$ cat config.mk
export PLATFORM = sky130hd
export DESIGN_NAME = ps2_receptor_teclado
export DESIGN_NICKNAME = d
export VERILOG_FILES = /design/src/rtl/ps2_receptor_teclado.sv
export SDC_FILE = /design/constraint.sdc
export NUM_CORES = 1
export LEC_CHECK = 0
export ABC_AREA = 0
export CAP_MARGIN = 10
export CORE_ASPECT_RATIO = 1.25
export CORE_MARGIN = 1.5
export CORE_UTILIZATION = 30
export DETAILED_ROUTE_END_ITERATION = 10
export PLACE_DENSITY = 0.45
export SETUP_SLACK_MARGIN = 0.02
export SLEW_MARGIN = 20
export SYNTH_ARGS = -nofsm -noshare
export SYNTH_HDL_FRONTEND = slang
export SYNTH_SLANG_ARGS = --single-unit
$ cat constraint.sdc
create_clock -name Clock -period 4.7 [get_ports Clock]
set_clock_uncertainty 0.15 [all_clocks]
set_input_delay 0.94 -clock Clock [delete_from_list [all_inputs] [get_ports Clock]]
set_output_delay 0.94 -clock Clock [all_outputs]
set_load 0.005 [all_outputs]
$ cat src/rtl/ps2_receptor_teclado.sv
// ps2_receptor_teclado
//   PS/2 keyboard receiver with a show-ahead scan-code FIFO feeding the CPU
//   input stage. Raw ps2_clk/ps2_data are synchronized, ps2_clk is glitch
//   filtered, frames (start, 8 data LSB-first, odd parity, stop) are decoded
//   and good bytes are queued. The CPU pops one byte per rd_en pulse.
//
//   Optional feature macro: PS2_BREAK_FILTER_EN
//     defined   -> 0xF0 and the byte following it are not queued
//     undefined -> every good byte is queued
//
// Ports
//   Clock      in   board clock, rising edge
//   Reset_n    in   asynchronous active-low reset
//   ps2_clk    in   raw keyboard clock (asynchronous)
//   ps2_data   in   raw keyboard data (asynchronous)
//   rd_en      in   one-cycle pop strobe
//   clear_err  in   clears the sticky overflow flag
//   data_out   out  FIFO head byte, 0x00 when empty
//   valid      out  FIFO non-empty
//   count      out  FIFO occupancy
//   overflow   out  sticky: a byte was dropped on a full FIFO
//   frame_err  out  one-cycle pulse per rejected or timed-out frame
module ps2_receptor_teclado #(
    parameter int unsigned FIFO_DEPTH     = 8,
    parameter int unsigned FILTER_LEN     = 8,
    parameter int unsigned TIMEOUT_CYCLES = 50000
) (
    input  logic                            Clock,
    input  logic                            Reset_n,
    input  logic                            ps2_clk,
    input  logic                            ps2_data,
    input  logic                            rd_en,
    input  logic                            clear_err,
    output logic [7:0]                      data_out,
    output logic                            valid,
    output logic [$clog2(FIFO_DEPTH+1)-1:0] count,
    output logic                            overflow,
    output logic                            frame_err
);

    localparam int unsigned AW = $clog2(FIFO_DEPTH);
    localparam int unsigned PW = $clog2(FIFO_DEPTH + 1);
    localparam int unsigned FW = $clog2(FILTER_LEN + 1);
    localparam int unsigned TW = $clog2(TIMEOUT_CYCLES + 1);

    typedef enum logic [1:0] {
        ST_IDLE,
        ST_DATA,
        ST_PARITY,
        ST_STOP
    } state_t;

    // ------------------------------------------------------------------
    // Input conditioning
    // ------------------------------------------------------------------
    logic [1:0]    r_clk_sync;
    logic [1:0]    r_data_sync;
    logic [FW-1:0] r_filt_cnt;
    logic          r_filt_clk;
    logic          r_filt_clk_d;
    logic          r_fall;
    logic          r_fall_data;

    always_ff @(posedge Clock or negedge Reset_n) begin
        if (!Reset_n) begin
            r_clk_sync   <= '1;
            r_data_sync  <= '1;
            r_filt_cnt   <= '0;
            r_filt_clk   <= 1'b1;
            r_filt_clk_d <= 1'b1;
            r_fall       <= 1'b0;
            r_fall_data  <= 1'b1;
        end else begin
            r_clk_sync  <= {r_clk_sync[0], ps2_clk};
            r_data_sync <= {r_data_sync[0], ps2_data};
            // Count consecutive samples that disagree with the filtered level;
            // the FILTER_LEN-th such sample flips it.
            if (r_clk_sync[1] == r_filt_clk) begin
                r_filt_cnt <= '0;
            end else if (r_filt_cnt == FW'(FILTER_LEN - 1)) begin
                r_filt_clk <= r_clk_sync[1];
                r_filt_cnt <= '0;
            end else begin
                r_filt_cnt <= r_filt_cnt + 1'b1;
            end
            r_filt_clk_d <= r_filt_clk;
            // Registered edge strobe with the data bit captured alongside it
            r_fall      <= r_filt_clk_d & ~r_filt_clk;
            r_fall_data <= r_data_sync[1];
        end
    end

    // ------------------------------------------------------------------
    // Frame FSM
    // ------------------------------------------------------------------
    state_t        r_state;
    state_t        w_next_state;
    logic [2:0]    r_bitcnt;
    logic [7:0]    r_shift;
    logic          r_parity;
    logic [TW-1:0] r_to_cnt;
    logic          r_push;
    logic [7:0]    r_push_byte;
    logic          r_frame_err;
    logic          w_timeout;
    logic          w_frame_done;
    logic          w_good;
    logic          w_push;
    logic          w_err;
`ifdef PS2_BREAK_FILTER_EN
    logic          r_suppress;
`endif

    always_ff @(posedge Clock or negedge Reset_n) begin
        if (!Reset_n) begin
            r_state <= ST_IDLE;
        end else begin
            r_state <= w_next_state;
        end
    end

    always_comb begin
        w_next_state = r_state;
        w_frame_done = 1'b0;
        w_good       = 1'b0;
        w_push       = 1'b0;
        w_err        = 1'b0;
        w_timeout    = (r_state != ST_IDLE) && !r_fall &&
                       (r_to_cnt == TW'(TIMEOUT_CYCLES - 1));
        case (r_state)
            ST_IDLE: begin
                if (r_fall && !r_fall_data) begin
                    w_next_state = ST_DATA;
                end
            end
            ST_DATA: begin
                if (r_fall && (r_bitcnt == 3'd7)) begin
                    w_next_state = ST_PARITY;
                end
            end
            ST_PARITY: begin
                if (r_fall) begin
                    w_next_state = ST_STOP;
                end
            end
            ST_STOP: begin
                if (r_fall) begin
                    w_next_state = ST_IDLE;
                    w_frame_done = 1'b1;
                    w_good       = ((^r_shift) ^ r_parity) & r_fall_data;
                end
            end
            default: w_next_state = ST_IDLE;
        endcase
        if (w_timeout) begin
            w_next_state = ST_IDLE;
        end
        w_err = w_timeout | (w_frame_done & ~w_good);
`ifdef PS2_BREAK_FILTER_EN
        w_push = w_good && (r_shift != 8'hF0) && !r_suppress;
`else
        w_push = w_good;
`endif
    end

    always_ff @(posedge Clock or negedge Reset_n) begin
        if (!Reset_n) begin
            r_bitcnt    <= '0;
            r_shift     <= '0;
            r_parity    <= 1'b0;
            r_to_cnt    <= '0;
            r_push      <= 1'b0;
            r_push_byte <= '0;
            r_frame_err <= 1'b0;
        end else begin
            if (r_fall) begin
                case (r_state)
                    ST_IDLE:   r_bitcnt <= '0;
                    ST_DATA: begin
                        r_shift  <= {r_fall_data, r_shift[7:1]};
                        r_bitcnt <= r_bitcnt + 1'b1;
                    end
                    ST_PARITY: r_parity <= r_fall_data;
                    default:   ;
                endcase
            end
            if ((r_state == ST_IDLE) || r_fall) begin
                r_to_cnt <= '0;
            end else begin
                r_to_cnt <= r_to_cnt + 1'b1;
            end
            r_push      <= w_push;
            r_push_byte <= r_shift;
            r_frame_err <= w_err;
        end
    end

`ifdef PS2_BREAK_FILTER_EN
    always_ff @(posedge Clock or negedge Reset_n) begin
        if (!Reset_n) begin
            r_suppress <= 1'b0;
        end else if (w_err) begin
            r_suppress <= 1'b0;
        end else if (w_good) begin
            // 0xF0 arms suppression; any other good byte consumes it
            r_suppress <= (r_shift == 8'hF0);
        end
    end
`endif

    // ------------------------------------------------------------------
    // Scan-code FIFO
    // ------------------------------------------------------------------
    logic [7:0]    r_mem [FIFO_DEPTH];
    logic [PW-1:0] r_wr_ptr;
    logic [PW-1:0] r_rd_ptr;
    logic          r_overflow;
    logic [PW-1:0] w_count;
    logic          w_full;
    logic          w_pop;
    logic          w_wr;
    logic          w_ovf;

    always_comb begin
        w_count = r_wr_ptr - r_rd_ptr;
        w_full  = (w_count == PW'(FIFO_DEPTH));
        w_pop   = rd_en && (w_count != '0);
        // A pop in the same cycle frees the slot, so a full FIFO still accepts
        w_wr    = r_push && (!w_full || w_pop);
        w_ovf   = r_push && w_full && !w_pop;
    end

    always_ff @(posedge Clock) begin
        if (w_wr) begin
            r_mem[r_wr_ptr[AW-1:0]] <= r_push_byte;
        end
    end

    always_ff @(posedge Clock or negedge Reset_n) begin
        if (!Reset_n) begin
            r_wr_ptr   <= '0;
            r_rd_ptr   <= '0;
            r_overflow <= 1'b0;
        end else begin
            if (w_wr) begin
                r_wr_ptr <= r_wr_ptr + 1'b1;
            end
            if (w_pop) begin
                r_rd_ptr <= r_rd_ptr + 1'b1;
            end
            if (w_ovf) begin
                r_overflow <= 1'b1;
            end else if (clear_err) begin
                r_overflow <= 1'b0;
            end
        end
    end

    assign count     = w_count;
    assign valid     = (w_count != '0);
    assign data_out  = valid ? r_mem[r_rd_ptr[AW-1:0]] : 8'h00;
    assign overflow  = r_overflow;
    assign frame_err = r_frame_err;

endmodule

Word-level counts from Yosys, hierarchy flattened
Memories as Yosys holds them, arrays and structs flattened.
Cells that the tools add are included.
- flip-flop bits (word level): 61
- RAM bits: 64
- input bits: 6
- output and inout port bits: 15
- logic and storage cells: 89
- memories: 1
- memory list (name ; words ; width ; read ports ; clocked after memory_dff ; write ports ; RTL line ; text):
    r_mem ; 8 ; 8 ; 1 ; 0 ; 1 ; 214 ; logic [7:0] r_mem [FIFO_DEPTH];
- add/sub/neg operators: 6
- eq/ne operators: 12
- muxes and demuxes: 19
- bitwise operators: 8
- reduce and logical (&&, ||, !) cells: 25
- operator list (cell ; number):
    16-bit by 1-bit adder with 16-bit output, second input constant ; 1
    16-bit equality test, second input constant ; 1
    16-bit two-way mux ; 1
    4-bit by 1-bit adder with 4-bit output, second input constant ; 3
    3-bit inequality test, second input constant ; 4
    2-bit two-way mux ; 5
    1-bit logical AND ; 8
    1-bit two-way mux ; 8
    4-bit two-way mux ; 2
    8-bit two-way mux ; 1
    2-bit one-hot mux with 4 select lines ; 1
    2-bit AND reduction ; 4
    8-bit XOR reduction ; 1
    3-bit one-hot mux with 2 select lines ; 1
    2-bit nonzero test ; 3
    2-bit equality test, second input constant ; 2
    4-bit by 3-bit equality test with 1-bit output, second input constant ; 1
    4-bit equality test, second input constant ; 1
    1-bit logical NOT ; 4
    4-bit AND reduction ; 1
    4-bit nonzero test ; 1
    4-bit subtractor ; 1
    3-bit by 1-bit adder with 3-bit output, second input constant ; 1
    1-bit AND ; 3
    other kinds (8) ; 11

Depth between registers and ports, before layout
- word-level depth: 8
- depth in mapped cells: 10
- gate-level depth less buffers: 8

Worst setup path after synthesis
Ideal clock, no wire load.
- path kind: register to register
- start point: register r_rd_ptr[2]
- end point: memory r_mem[0][0] (enable)
- setup time: 0.395 ns
- arrival: 2.818 ns
- required time: 4.155 ns
- path slack: 1.337 ns
- cell stages (with the launch flop): 9
- buffers on the path: 1
- period minus slack after synthesis: 3.363 ns
- cell sequence: dfrtp_1 clkbuf_1 clkinv_1 ha_1 a21oi_1 nand2_1 xnor2_4 nor3_2 nor4_1
- longest elaborated chain between the ends: 7
- elaborated cells between the ends (all ways): 9
- those cells by class: 1 x add/sub; 1 x eq/ne; 2 x mux; 5 x reduce/logical
- RTL lines (element ; RTL line ; text):
    from (decl) ; 216 ; logic [PW-1:0] r_rd_ptr;
    from (signal assigned) ; 249 ; r_rd_ptr <= r_rd_ptr + 1'b1;
    4-bit subtractor (*) ; 225 ; w_count = r_wr_ptr - r_rd_ptr;
    4-bit equality test / 4-bit nonzero test (equally long branches) ; 226, 227 ;
    1-bit logical NOT / 1-bit logical AND (equally long branches) ; 229, 227 ;
    1-bit logical OR (*) ; 229 ; w_wr = r_push && (!w_full || w_pop);
    1-bit logical AND (*) ; 229 ;
    1-bit two-way mux (*) ; 234 ; if (w_wr) begin
    1-bit two-way mux (implied by the code) (*) ; 235 ; r_mem[r_wr_ptr[AW-1:0]] <= r_push_byte;
    to (decl) ; 214 ;
Mark *: on every way between the ends. The rest lies on a longest branch, timed or not.

Worst setup path in the final report
- start point: register r_rd_ptr[2]
- end point: output data_out[4]
- longest elaborated chain between the ends: 3
- elaborated cells between the ends (all ways): 4
- those cells by class: 1 x add/sub; 1 x mux; 1 x reduce/logical; 1 x memory
- RTL lines (element ; RTL line ; text):
    4-bit subtractor ; 225 ;
    4-bit nonzero test ; 260 ; assign valid = (w_count != '0);
    8-bit two-way mux (*) ; 261 ; assign data_out = valid ? r_mem[r_rd_ptr[AW-1:0]] : 8'h00;
    to (decl) ; 34 ; output logic [7:0] data_out,
Marks and branches as above.

==> summary.md <==
| Metric | Value |
|---|---|
| Setup-failing EPs final | `0` |
| Clock power share | `around 37%` |
| Nets | `between 400 and 500` |
| Reg2reg setup slack | `between 1 and 1.5 ns` |
| Sw frac | `~29%` |
| Fill count | `about 1700` |
| Gate power share | `26.9%` |
| Final WS setup | `about 0.36 ns` |
| Outcome | `finished, final reports clean` |
| Setup crit end kind | `primary output` |
| Register area | `~3500 µm²` |
| Residual DRC count | `0` |
| Placer Congestion | `a little under 0.7` |
| Relative slew slack | `about 45%` |
| Pwr/cell area | `approximately 600 nW/µm²` |
| Cell repeated most along the worst path | `a21oi_1` |
| Synth top area cells | `edfxtp_1 36%, dfrtp_1 26%, mux4_2 6.8%, dfstp_2 3.5%, ha_1 3.1%` |
| Root Buffer | `clkbuf_16` |
| Hold Crit Class | `reg2reg` |
| Post-synth EDFFs | `64` |
| Commonest non-fill, non-tap cell in the layout | `edfxtp_1` |
| IO Port Bufs | `20` |
| DRT antenna net count | `0` |
| Hpwl dp | `about 6600 µm` |
| Routed len/inst | `about 15 µm` |
| HP Start | `r_data_sync[1]` |
| Most frequent cells in the layout | `64 x edfxtp_1, 54 x dfrtp_1, 30 x nand2_1` |
| Diode count | `0` |
| TritonCTS clock tree | `built` |
| Ys Warns | `0` |
| Fin crit period | `around 4.3 ns` |
| Reg2Reg Capture Point | `r_mem[3][4]` |
| Register-to-Register Path Depth | `8` |
| Synthesized instance count | `around 360` |
| Starting Density | `30.5%` |
| LEAKAGE | `2.47 nW` |
| Setup slack after placement | `between 0.5 and 0.6 ns` |
| Sink Count | `125` |
| Worst skew pair latency | `between 0.4 and 0.5 ns` |
| Vias | `roughly 2900` |
| Min-Delay Path Depth | `0` |
| Avg Cell Area, Syn | `about 15 µm²` |
| Actual slew at the worst max-slew pin | `0.827 ns` |
| Max Root-Sink Buffers | `2` |
| #FFs+latches synth | `between 100 and 150` |
| Die Y | `151 µm` |
| Fmax | `around 230 MHz` |
| Final Routed Wirelength | `around 9700 µm` |
| Post-synthesis sequential area ratio | `roughly two thirds` |
| Largest net degree at the start of global routing | `34` |
| Drt via density | `roughly 4.6` |
| CP startpoint kind | `flip-flop` |
| Full die area | `18400 µm²` |
| Io pins | `21` |
| Critical Path AT | `about 3.3 ns` |
| Switching power | `1.07 mW` |
| RSZ-0062 raised after global routing | `no` |
| Layout cells sized above 1 | `20.6%` |
| Reg clk slew, reported paths | `about 0.060 ns` |
| WHS Endpoint | `r_fall_data` |
| Synth Flop Type | `edfxtp_1` |
| Total track usage | `between 10% and 20%` |
| Mapped Nets | `roughly 380` |
| CTS Buf Count | `17` |
| Crit Path Class | `reg2out` |
| WP buf/inv | `3` |
| Area of the multi-input gates | `about 1700 µm²` |
| Cell variety after synth | `53` |
| Slew Viols, Final | `0` |
| Sequential power share | `a little over a third` |
| Slowest CP cell | `dfrtp_1` |
| Global-route wire length before repair | `16200 µm` |
| Max VDD drop | `~0.26 mV` |
| Cell Int Power | `about 2.7 mW` |
| Hold_buf cts | `0` |
| Critical Path, Cell by Cell | `clkinvlp_4, ha_1, a21oi_1, nand2_1, xnor2_4, inv_4, nor2_4, a21oi_1, clkdlybuf4s50_1` |
| Initial antenna violation count | `0` |
| Tcrit/Tclk final | `between 90 and 100%` |
| Gr ovfl total | `0` |
| Final Hold Viols | `0` |
| Synthesized area | `~5300 µm²` |
| Vias in the first global route | `just over 3000` |
| Core Area | `17300 µm²` |
| Max stage delay on crit path | `0.60 ns` |
| 1st-iter DRT viols | `138` |
| Async SR Flop Fraction | `around half` |
| Top delay family on crit path | `buffers and inverters` |
| Area leader, netlist | `edfxtp_1` |
| Share of the synthesized area in the top cell type | `between 30 and 40%` |
| DIE WIDTH | `122 µm` |
| Area growth, synth to finish | `21.3%` |
| H-tree level count | `4` |
| Std-Cell Rows | `between 50 and 60` |
| RR Startpoint | `r_rd_ptr[2]` |
| Initial DRT Pass Iterations | `4` |
| Setup TNS | `0 ns` |
| Post-CTS setup buffer count | `0` |
| Worst-path fanout max | `11` |
| Max-Cap Viols | `0` |
| CP required | `between 3 and 4 ns` |
[worst max-delay path by stage]
stage,startpoint,end,cells past startpoint,slack (ns)
after floorplan,r_rd_ptr[2],r_mem[0][0],8,1.34
after global placement,r_rd_ptr[2],data_out[4],9,0.56
after detailed placement,r_rd_ptr[2],data_out[4],9,0.51
after CTS,r_rd_ptr[2],data_out[4],9,0.04
after global routing,r_rd_ptr[2],data_out[4],9,0.06
final,r_rd_ptr[2],data_out[4],9,0.36
[timing repair]
item	4_1_cts	5_1_grt
endpoints found under the hold margin	0	0
setup endpoints to repair	0	9
gates resized for setup	0	2
[power groups by stage]
stage	registers, mW	clock network (mW)	logic (mW)
after detailed placement	1.38	0	1.02
after floorplan	1.33	0	0.696
final	1.36	1.36	1.00
after global routing	1.38	1.44	1.13
after global placement	1.38	0	1.01
after CTS	1.36	1.40	1.03
[area by class of cell]
class	count	share of cell area (%)
multi-input cells	204	26.6
repair buffers	30	4.23
well taps	224	4.38
inverters	16	1.04
clock buffers	18	6.71
flip-flops and latches	125	54.1
clock inverters	14	3.01
[routing by layer]
metal / GRT usage, % / up-vias / part of all wire (%)
met1: 14.0 / 1451 / 43
met5: 0 / - / 0
met3: 3.43 / 17 / 2.8
met4: 5.47 / 0 / 1.9
met2: 20.5 / 38 / 52
li1: - / 1374 / -
[synthesized netlist by cell type, types with 2 or more instances]
library cell   n
edfxtp_1      64
dfrtp_1       54
nand2_1       30
nor2_1        25
xnor2_1       18
mux4_2        16
a21oi_1       13
ha_1          13
inv_1         13
mux2_2        10
xor2_1        10
nor3_1         9
nand3_1        8
dfstp_2        7
nor4_1         6
clkbuf_1       4
nand4_1        4
o21ai_0        4
buf_2          3
nor2b_1        3
a32o_1         2
and3_1         2
buf_1          2
clkinv_1       2
mux2_1         2
nand2b_1       2
nand3b_1       2
o2bb2ai_1      2
or3_1          2
[sequential cells by signal, summed over array words and instances, names as in the netlist]
| name | count |
|---|---|
| r_to_cnt | 16 |
| r_push_byte | 8 |
| r_filt_clk_d | 1 |
| r_mem | 64 |
| r_rd_ptr | 4 |
| r_clk_sync | 2 |
| r_shift | 8 |
| r_filt_cnt | 4 |
| frame_err | 1 |
| r_state | 2 |
| r_filt_clk | 1 |
| r_parity | 1 |
| r_push | 1 |
| r_wr_ptr | 4 |
| r_fall_data | 1 |
| r_data_sync | 2 |
| r_bitcnt | 3 |
| r_fall | 1 |
| overflow | 1 |
[metrics by stage]
step | instances | hold WS [ns] | util (%) | instance area, µm² | power, mW
after floorplan | 356 | 0.195 | - | 5270 | 2.03
after CTS | 631 | 0.206 | 36.9 | 6380 | 3.79
after global placement | 599 | 0.195 | 33.3 | 5760 | 2.39
final | 631 | 0.205 | 37.0 | 6390 | 3.73
after detailed placement | 599 | 0.198 | 33.3 | 5760 | 2.40
after global routing | 631 | 0.212 | 37.0 | 6390 | 3.95
[cell families (layout without fill, tap and decap cells)]
| kind of cell | count (synthesis) | count (layout) | synth area share [%] |
|---|---|---|---|
| adder cells (fa/ha/maj) | 14 | 14 | 3.47 |
| flip-flops | 125 | 125 | 65.6 |
| XOR/XNOR | 31 | 31 | 5.91 |
| buffers and inverters | 27 | 78 | 2.26 |
| AO/OA/AOI/OAI | 32 | 32 | 4.39 |
| AND/OR/NAND/NOR | 99 | 99 | 8.95 |
| multiplexers | 28 | 28 | 9.40 |
No activity file was read; power rests on OpenSTA's default activity.
